==> src/rtl/sum_serializer_pkg.sv <==
// sum_serializer_pkg
// Shared definitions for the sum serializer: default word width, frame
// length in bit periods, the transmitter state encoding and the parity
// helper used when a word is loaded into the shift register.
package sum_serializer_pkg;

    localparam int DEFAULT_SUM_W = 4;

    // start + data + parity + stop
    localparam int FRAME_BITS = DEFAULT_SUM_W + 3;

    typedef enum logic [2:0] {
        IDLE,
        START,
        DATA,
        PARITY,
        STOP
    } tx_state_t;

    // Even parity: the bit that makes the total count of ones even.
    function automatic logic even_parity(input logic [DEFAULT_SUM_W-1:0] v);
        return ^v;
    endfunction

endpackage

==> src/rtl/sum_fifo.sv <==
// sum_fifo
// Small synchronous FIFO buffering sum words between the adder stage and
// the serial transmitter. Full/empty come from the occupancy count; the
// pointers are log2(DEPTH) bits and wrap naturally.
//
// Ports:
//   clk    - system clock
//   reset  - asynchronous, active-high; empties the FIFO
//   push   - write wdata this cycle (caller guarantees not full)
//   pop    - consume the head word this cycle (caller guarantees not empty)
//   wdata  - word to write
//   rdata  - head word (combinational read)
//   count  - words currently buffered
//   full   - count == DEPTH
//   empty  - count == 0
module sum_fifo #(
    parameter int SUM_W = 4,
    parameter int DEPTH = 4
) (
    input  logic                       clk,
    input  logic                       reset,
    input  logic                       push,
    input  logic                       pop,
    input  logic [SUM_W-1:0]           wdata,
    output logic [SUM_W-1:0]           rdata,
    output logic [$clog2(DEPTH+1)-1:0] count,
    output logic                       full,
    output logic                       empty
);

    localparam int AW = $clog2(DEPTH);
    localparam int CW = $clog2(DEPTH+1);

    logic [SUM_W-1:0] mem [DEPTH];
    logic [AW-1:0]    wptr;
    logic [AW-1:0]    rptr;

    assign full  = (count == CW'(DEPTH));
    assign empty = (count == '0);
    assign rdata = mem[rptr];

    // Storage needs no reset; only pointers and count define validity.
    always_ff @(posedge clk) begin
        if (push) begin
            mem[wptr] <= wdata;
        end
    end

    always_ff @(posedge clk or posedge reset) begin
        if (reset) begin
            wptr  <= '0;
            rptr  <= '0;
            count <= '0;
        end else begin
            if (push) wptr <= wptr + 1'b1;
            if (pop)  rptr <= rptr + 1'b1;
            // Simultaneous push and pop leaves the count unchanged.
            if (push && !pop)      count <= count + 1'b1;
            else if (pop && !push) count <= count - 1'b1;
        end
    end

endmodule

==> src/rtl/sum_serializer.sv <==
// sum_serializer
// Accepts registered sum words over a valid/ready handshake, buffers them
// in sum_fifo and shifts each one out on a UART-style line:
// start (0), data LSB first, even parity, stop (1), CLKS_PER_BIT clocks
// per bit. Back-to-back frames have no idle gap between stop and start.
//
// Handshake: a word transfers on a rising edge where in_valid && in_ready.
// in_ready is !full of the current count, so a word offered while full is
// not taken and the producer must keep it on sum_in.
//
// Ports:
//   clk        - system clock
//   reset      - asynchronous, active-high; aborts any frame, drops words
//   sum_in     - sum word from the adder stage
//   in_valid   - sum_in is valid this cycle
//   in_ready   - FIFO can accept a word
//   tx_out     - registered serial line, idles high
//   tx_busy    - a frame is in progress (state is not IDLE)
//   fifo_count - words currently buffered
module sum_serializer
    import sum_serializer_pkg::*;
#(
    parameter int SUM_W        = DEFAULT_SUM_W,
    parameter int DEPTH        = 4,
    parameter int CLKS_PER_BIT = 4
) (
    input  logic                       clk,
    input  logic                       reset,
    input  logic [SUM_W-1:0]           sum_in,
    input  logic                       in_valid,
    output logic                       in_ready,
    output logic                       tx_out,
    output logic                       tx_busy,
    output logic [$clog2(DEPTH+1)-1:0] fifo_count
);

    localparam int DW = $clog2(CLKS_PER_BIT);
    localparam int BW = (SUM_W > 1) ? $clog2(SUM_W) : 1;

    // Transmitter state, visible hierarchically for checkers.
    tx_state_t        state;
    logic [DW-1:0]    div;
    logic [BW-1:0]    bit_idx;
    logic [SUM_W-1:0] shreg;
    logic [SUM_W-1:0] shreg_next;
    logic             parity;

    logic             div_wrap;
    logic             push;
    logic             pop;
    logic [SUM_W-1:0] rdata;
    logic             fifo_full;
    logic             fifo_empty;

    assign div_wrap   = (div == DW'(CLKS_PER_BIT - 1));
    assign shreg_next = shreg >> 1;

    assign in_ready = !fifo_full;
    assign push     = in_valid && !fifo_full;
    // A word leaves the FIFO when a frame starts from IDLE or chains
    // directly out of the final stop-bit clock.
    assign pop      = !fifo_empty &&
                      ((state == IDLE) || (state == STOP && div_wrap));
    assign tx_busy  = (state != IDLE);

    sum_fifo #(
        .SUM_W (SUM_W),
        .DEPTH (DEPTH)
    ) u_fifo (
        .clk   (clk),
        .reset (reset),
        .push  (push),
        .pop   (pop),
        .wdata (sum_in),
        .rdata (rdata),
        .count (fifo_count),
        .full  (fifo_full),
        .empty (fifo_empty)
    );

    always_ff @(posedge clk or posedge reset) begin
        if (reset) begin
            state   <= IDLE;
            div     <= '0;
            bit_idx <= '0;
            shreg   <= '0;
            parity  <= 1'b0;
            tx_out  <= 1'b1;
        end else begin
            // Divider runs only inside a frame and restarts each bit.
            if (state != IDLE && !div_wrap) div <= div + 1'b1;
            else                            div <= '0;

            case (state)
                IDLE: begin
                    tx_out <= 1'b1;
                    if (pop) begin
                        shreg  <= rdata;
                        parity <= even_parity(rdata);
                        state  <= START;
                        tx_out <= 1'b0;
                    end
                end
                START: begin
                    if (div_wrap) begin
                        state   <= DATA;
                        bit_idx <= '0;
                        tx_out  <= shreg[0];
                    end
                end
                DATA: begin
                    if (div_wrap) begin
                        if (bit_idx == BW'(SUM_W - 1)) begin
                            state  <= PARITY;
                            tx_out <= parity;
                        end else begin
                            shreg   <= shreg_next;
                            bit_idx <= bit_idx + 1'b1;
                            tx_out  <= shreg_next[0];
                        end
                    end
                end
                PARITY: begin
                    if (div_wrap) begin
                        state  <= STOP;
                        tx_out <= 1'b1;
                    end
                end
                STOP: begin
                    if (div_wrap) begin
                        if (pop) begin
                            shreg  <= rdata;
                            parity <= even_parity(rdata);
                            state  <= START;
                            tx_out <= 1'b0;
                        end else begin
                            state  <= IDLE;
                            tx_out <= 1'b1;
                        end
                    end
                end
                default: begin
                    state  <= IDLE;
                    tx_out <= 1'b1;
                end
            endcase
        end
    end

endmodule

==> config.mk <==
export PLATFORM = sky130hd
export DESIGN_NAME = sum_serializer
export DESIGN_NICKNAME = d
export VERILOG_FILES = /design/src/rtl/sum_serializer_pkg.sv /design/src/rtl/sum_fifo.sv /design/src/rtl/sum_serializer.sv
export SDC_FILE = /design/constraint.sdc
export NUM_CORES = 1
export LEC_CHECK = 0
export BUFFER_PORTS_ARGS = -buffer_cell sky130_fd_sc_hd__buf_2
export CORE_ASPECT_RATIO = 1.5
export CORE_MARGIN = 2
export CORE_UTILIZATION = 40
export CTS_CLUSTER_DIAMETER = 30
export DETAILED_ROUTE_END_ITERATION = 16
export PLACE_DENSITY_LB_ADDON = 0.1
export REMOVE_ABC_BUFFERS = 1
export SYNTH_ARGS = -nofsm -noshare
export SYNTH_HDL_FRONTEND = slang
export SYNTH_SLANG_ARGS = --single-unit
==> constraint.sdc <==
create_clock -name clk -period 2.56 [get_ports clk]
set_clock_uncertainty 0.15 [all_clocks]
set_input_delay 0.128 -clock clk [delete_from_list [all_inputs] [get_ports clk]]
set_output_delay 0.128 -clock clk [all_outputs]
set_load 0.01 [all_outputs]
==> summary.json <==
{
  "floorplan": {
    "chipHeight_um": 84.3,
    "die_w_um": 57.5,
    "coreArea_mm2": 0.00417,
    "initial_utilization_pct": 41.2,
    "design.die.area_mm2": 0.00485,
    "pin_count": 13,
    "rows": 29
  },
  "power": {
    "p_total_w": 0.00248,
    "combinationalPowerShare_pct": 43.8,
    "power.density_mw_per_mm2": 1250,
    "ir_drop_worst_vdd_v": 0.000674,
    "clock_power_share_pct": 16.4,
    "internal-power_w": 0.00160,
    "switching_share_pct": 35.6,
    "sequentialPowerShare_pct": 39.8,
    "total_switching_power_w": 0.000884,
    "p_leak_nw": 0.821
  },
  "worst_setup_path": {
    "setup.worst_path.start_class": "register",
    "worst_setup_path_end_kind": "register",
    "required_ps": 2620,
    "crit_type": "reg2reg",
    "worst-endpoint-arrival_ps": 2380,
    "timing.critical_path.fanout_max": 5
  },
  "synth": {
    "synthXorXnorAreaFrac_pct": 5.09,
    "synth.top_cell.area_share_pct": 27.9,
    "synth_area_mm2": 0.00172,
    "synth_simple_gate_area_share_pct": 10.6,
    "post_synthesis_sequential_area_ratio_pct": 57.1,
    "yosys.cell_types.count": 32,
    "synth_top_family_by_area": "multiplexers",
    "yosys.area.top_type": "sky130_fd_sc_hd__edfxtp_1",
    "synth.mux.area_fraction_pct": 12.4,
    "synth_area_per_cell_um2": 13.5,
    "number_of_standard_cells_after_synthesis": 127,
    "synth-seq-cells": 36,
    "ys_warn_count": 0,
    "synth-adder-area-share_pct": 6.25,
    "synth_compound_gate_area_share_pct": 5.38,
    "netlist_top_cells_area": "sky130_fd_sc_hd__edfxtp_1, sky130_fd_sc_hd__dfrtp_1, sky130_fd_sc_hd__mux2_2"
  },
  "clocking": {
    "post_cts_resize_count": 0,
    "h-tree-depth": 2,
    "cts_sinks": 36,
    "cts_hold_buf": 5,
    "clock_latency_ps": 290,
    "numCtsBuffers": 5,
    "clock-root-buffer": "sky130_fd_sc_hd__clkbuf_8",
    "clkTransAtPathRegs_ps": 80,
    "cts_tree": "yes",
    "postCtsSetupRepairBufs": 0,
    "clock_tree.buffer_depth": 2
  },
  "routing": {
    "drt-pass1-iter-count": 4,
    "drt-total-wl_um": 2890,
    "route.detailed.wl_per_inst_um": 14.6,
    "routed.top_layer": "met4",
    "met3_length_um": 78,
    "drt_iter0_markers": 22,
    "route.detailed.drc": 0,
    "num_vias": 1042,
    "avgViaCountPerCell": 5.26,
    "wirelength_met1_um": 1150,
    "detailroute.wirelength.met2_um": 1600,
    "antenna_left": 0
  },
  "global_route": {
    "grt_start_max_net_pins": 21,
    "gr-usage-all-layers_pct": 13.5,
    "grt_pass1_vias": 1066,
    "gr-total-overflow": 0,
    "first_pass_grt_wire_length_um": 4860,
    "number_of_antenna_violations_at_the_first_check_in_global_routing": 0
  },
  "finish": {
    "post-route-util_pct": 47.7,
    "layout_commonest_cell": "sky130_fd_sc_hd__dfrtp_1",
    "final_nets": 166,
    "drive_above_1_share_pct": 28.3,
    "synthToLayoutAreaGrowth_pct": 15.7,
    "commonest_cells_after_routing_fill_and_taps_aside": "sky130_fd_sc_hd__dfrtp_1, sky130_fd_sc_hd__edfxtp_1, sky130_fd_sc_hd__buf_2, sky130_fd_sc_hd__mux2_2",
    "insertedDiodeCount": 0
  },
  "sta": {
    "worstMarginPinSlew_ps": 776,
    "clock.fmax_ghz": 0.432,
    "totalNegativeSetupSlack_ps": 0,
    "hold_viol": 0,
    "timing_max_transition_violations_final": 0,
    "setup_viol": 0,
    "finalWorstPathRequiredPeriod_ps": 2310,
    "final.hold.worst_slack_ps": 152,
    "relative_slew_slack_pct": 48.2,
    "setup_repair_after_global_routing_missed_its_margin": "no",
    "fraction_of_the_cycle_the_final_worst_path_needs_pct": 90.4
  },
  "place": {
    "gpl.final_weighted_congestion": 0.717,
    "port-buffer-count": 12,
    "hpwl_um": 2180
  },
  "hold_path": {
    "hold_path.class": "in2reg"
  },
  "status": {
    "outcome": "finished, final reports clean"
  },
  "job": {
    "maxCapViolCount": 0
  }
}
cell usage after synthesis (all sizes together):
| library cell | number |
|---|---|
| nor2b | 3 |
| dfstp | 1 |
| nor3 | 5 |
| a21o | 1 |
| nor4 | 1 |
| a22o | 1 |
| fa | 1 |
| a21oi | 2 |
| nand2 | 5 |
| a31oi | 1 |
| a221o | 1 |
| mux2 | 11 |
| mux4 | 4 |
| or3 | 1 |
| xnor2 | 6 |
| nor3b | 2 |
| clkbuf | 3 |
| and3b | 1 |
| nand3b | 2 |
| edfxtp | 16 |
| o32a | 2 |
| o21ai | 6 |
| and3 | 4 |
| buf | 2 |
| dfrtp | 19 |
| inv | 7 |
| xor2 | 4 |
| and2 | 1 |
| nor2 | 7 |
| ha | 7 |
worst max-delay path: stages (launching register included):
cell and delay [ps]:
sky130_fd_sc_hd__dfrtp_1 430, sky130_fd_sc_hd__nor3_1 420, sky130_fd_sc_hd__nor4_2 110, sky130_fd_sc_hd__inv_1 80
sky130_fd_sc_hd__ha_1 180, sky130_fd_sc_hd__inv_1 60, sky130_fd_sc_hd__fa_1 380, sky130_fd_sc_hd__xor2_1 160
sky130_fd_sc_hd__nor2_1 110, sky130_fd_sc_hd__xor2_1 150
metrics by stage:
stage | instances | area [um^2] | setup WS (ps)
2_1_floorplan | 122 | 1690 | 202
3_3_place_gp | 185 | 1850 | 373
3_5_place_dp | 185 | 1850 | 273
4_1_cts | 198 | 1990 | 235
5_1_grt | 198 | 1990 | 63.2
6_report | 198 | 1990 | 246
state kept, by name, summed over array words and instances, names as in the netlist:
signal,flops
tx_out,1
parity,1
bit_idx,2
u_fifo.rptr,2
u_fifo.wptr,2
state,3
u_fifo.mem,16
div,2
shreg,4
u_fifo.count,3
layout make-up:
type | count | area, um^2
fillers | 393 | 2180
repair buffers | 22 | 148
well taps | 46 | 57.6
multi-input cells | 79 | 684
clock inverters | 3 | 23.8
flip-flops and latches | 36 | 982
clock buffers | 5 | 68.8
inverters | 7 | 26.3
path summary, 6_finish.rpt:
path / from / end / slack, ps / cells after the start
min in group asynchronous: reset / state[0] / 370 / 3
max in group asynchronous: reset / shreg[3] / 1400 / 3
worst max-delay path: u_fifo.count[1] / u_fifo.count[2] / 250 / 9
worst max register to register: u_fifo.count[1] / u_fifo.count[2] / 250 / 9
worst min register to register: div[0] / div[0] / 290 / 1
worst min-delay path: in_valid / u_fifo.wptr[0] / 150 / 3
cell families after synthesis:
logic type	after synthesis
adder cells (fa/ha/maj)	8
XOR/XNOR	10
buffers and inverters	12
multiplexers	15
AND/OR/NAND/NOR	32
AO/OA/AOI/OAI	14
flip-flops	36
power groups by stage:
stage / Sequential (W) / Combinational [W] / Clock [W]
after floorplan: 0.00102 / 0.000775 / 0
after global placement: 0.000995 / 0.00107 / 0
after detailed placement: 0.00101 / 0.00110 / 0
after CTS: 0.000996 / 0.00111 / 0.000424
after global routing: 0.00102 / 0.00122 / 0.000441
final: 0.000987 / 0.00109 / 0.000408
routing by layer:
layer  up-vias  global-route usage, %
met1       519                   14.3
met4         0                   6.34
met2        12                   24.0
met3         6                   3.70
li1        505                      -
met5         -                      0
No activity file was read; power rests on OpenSTA's default activity.
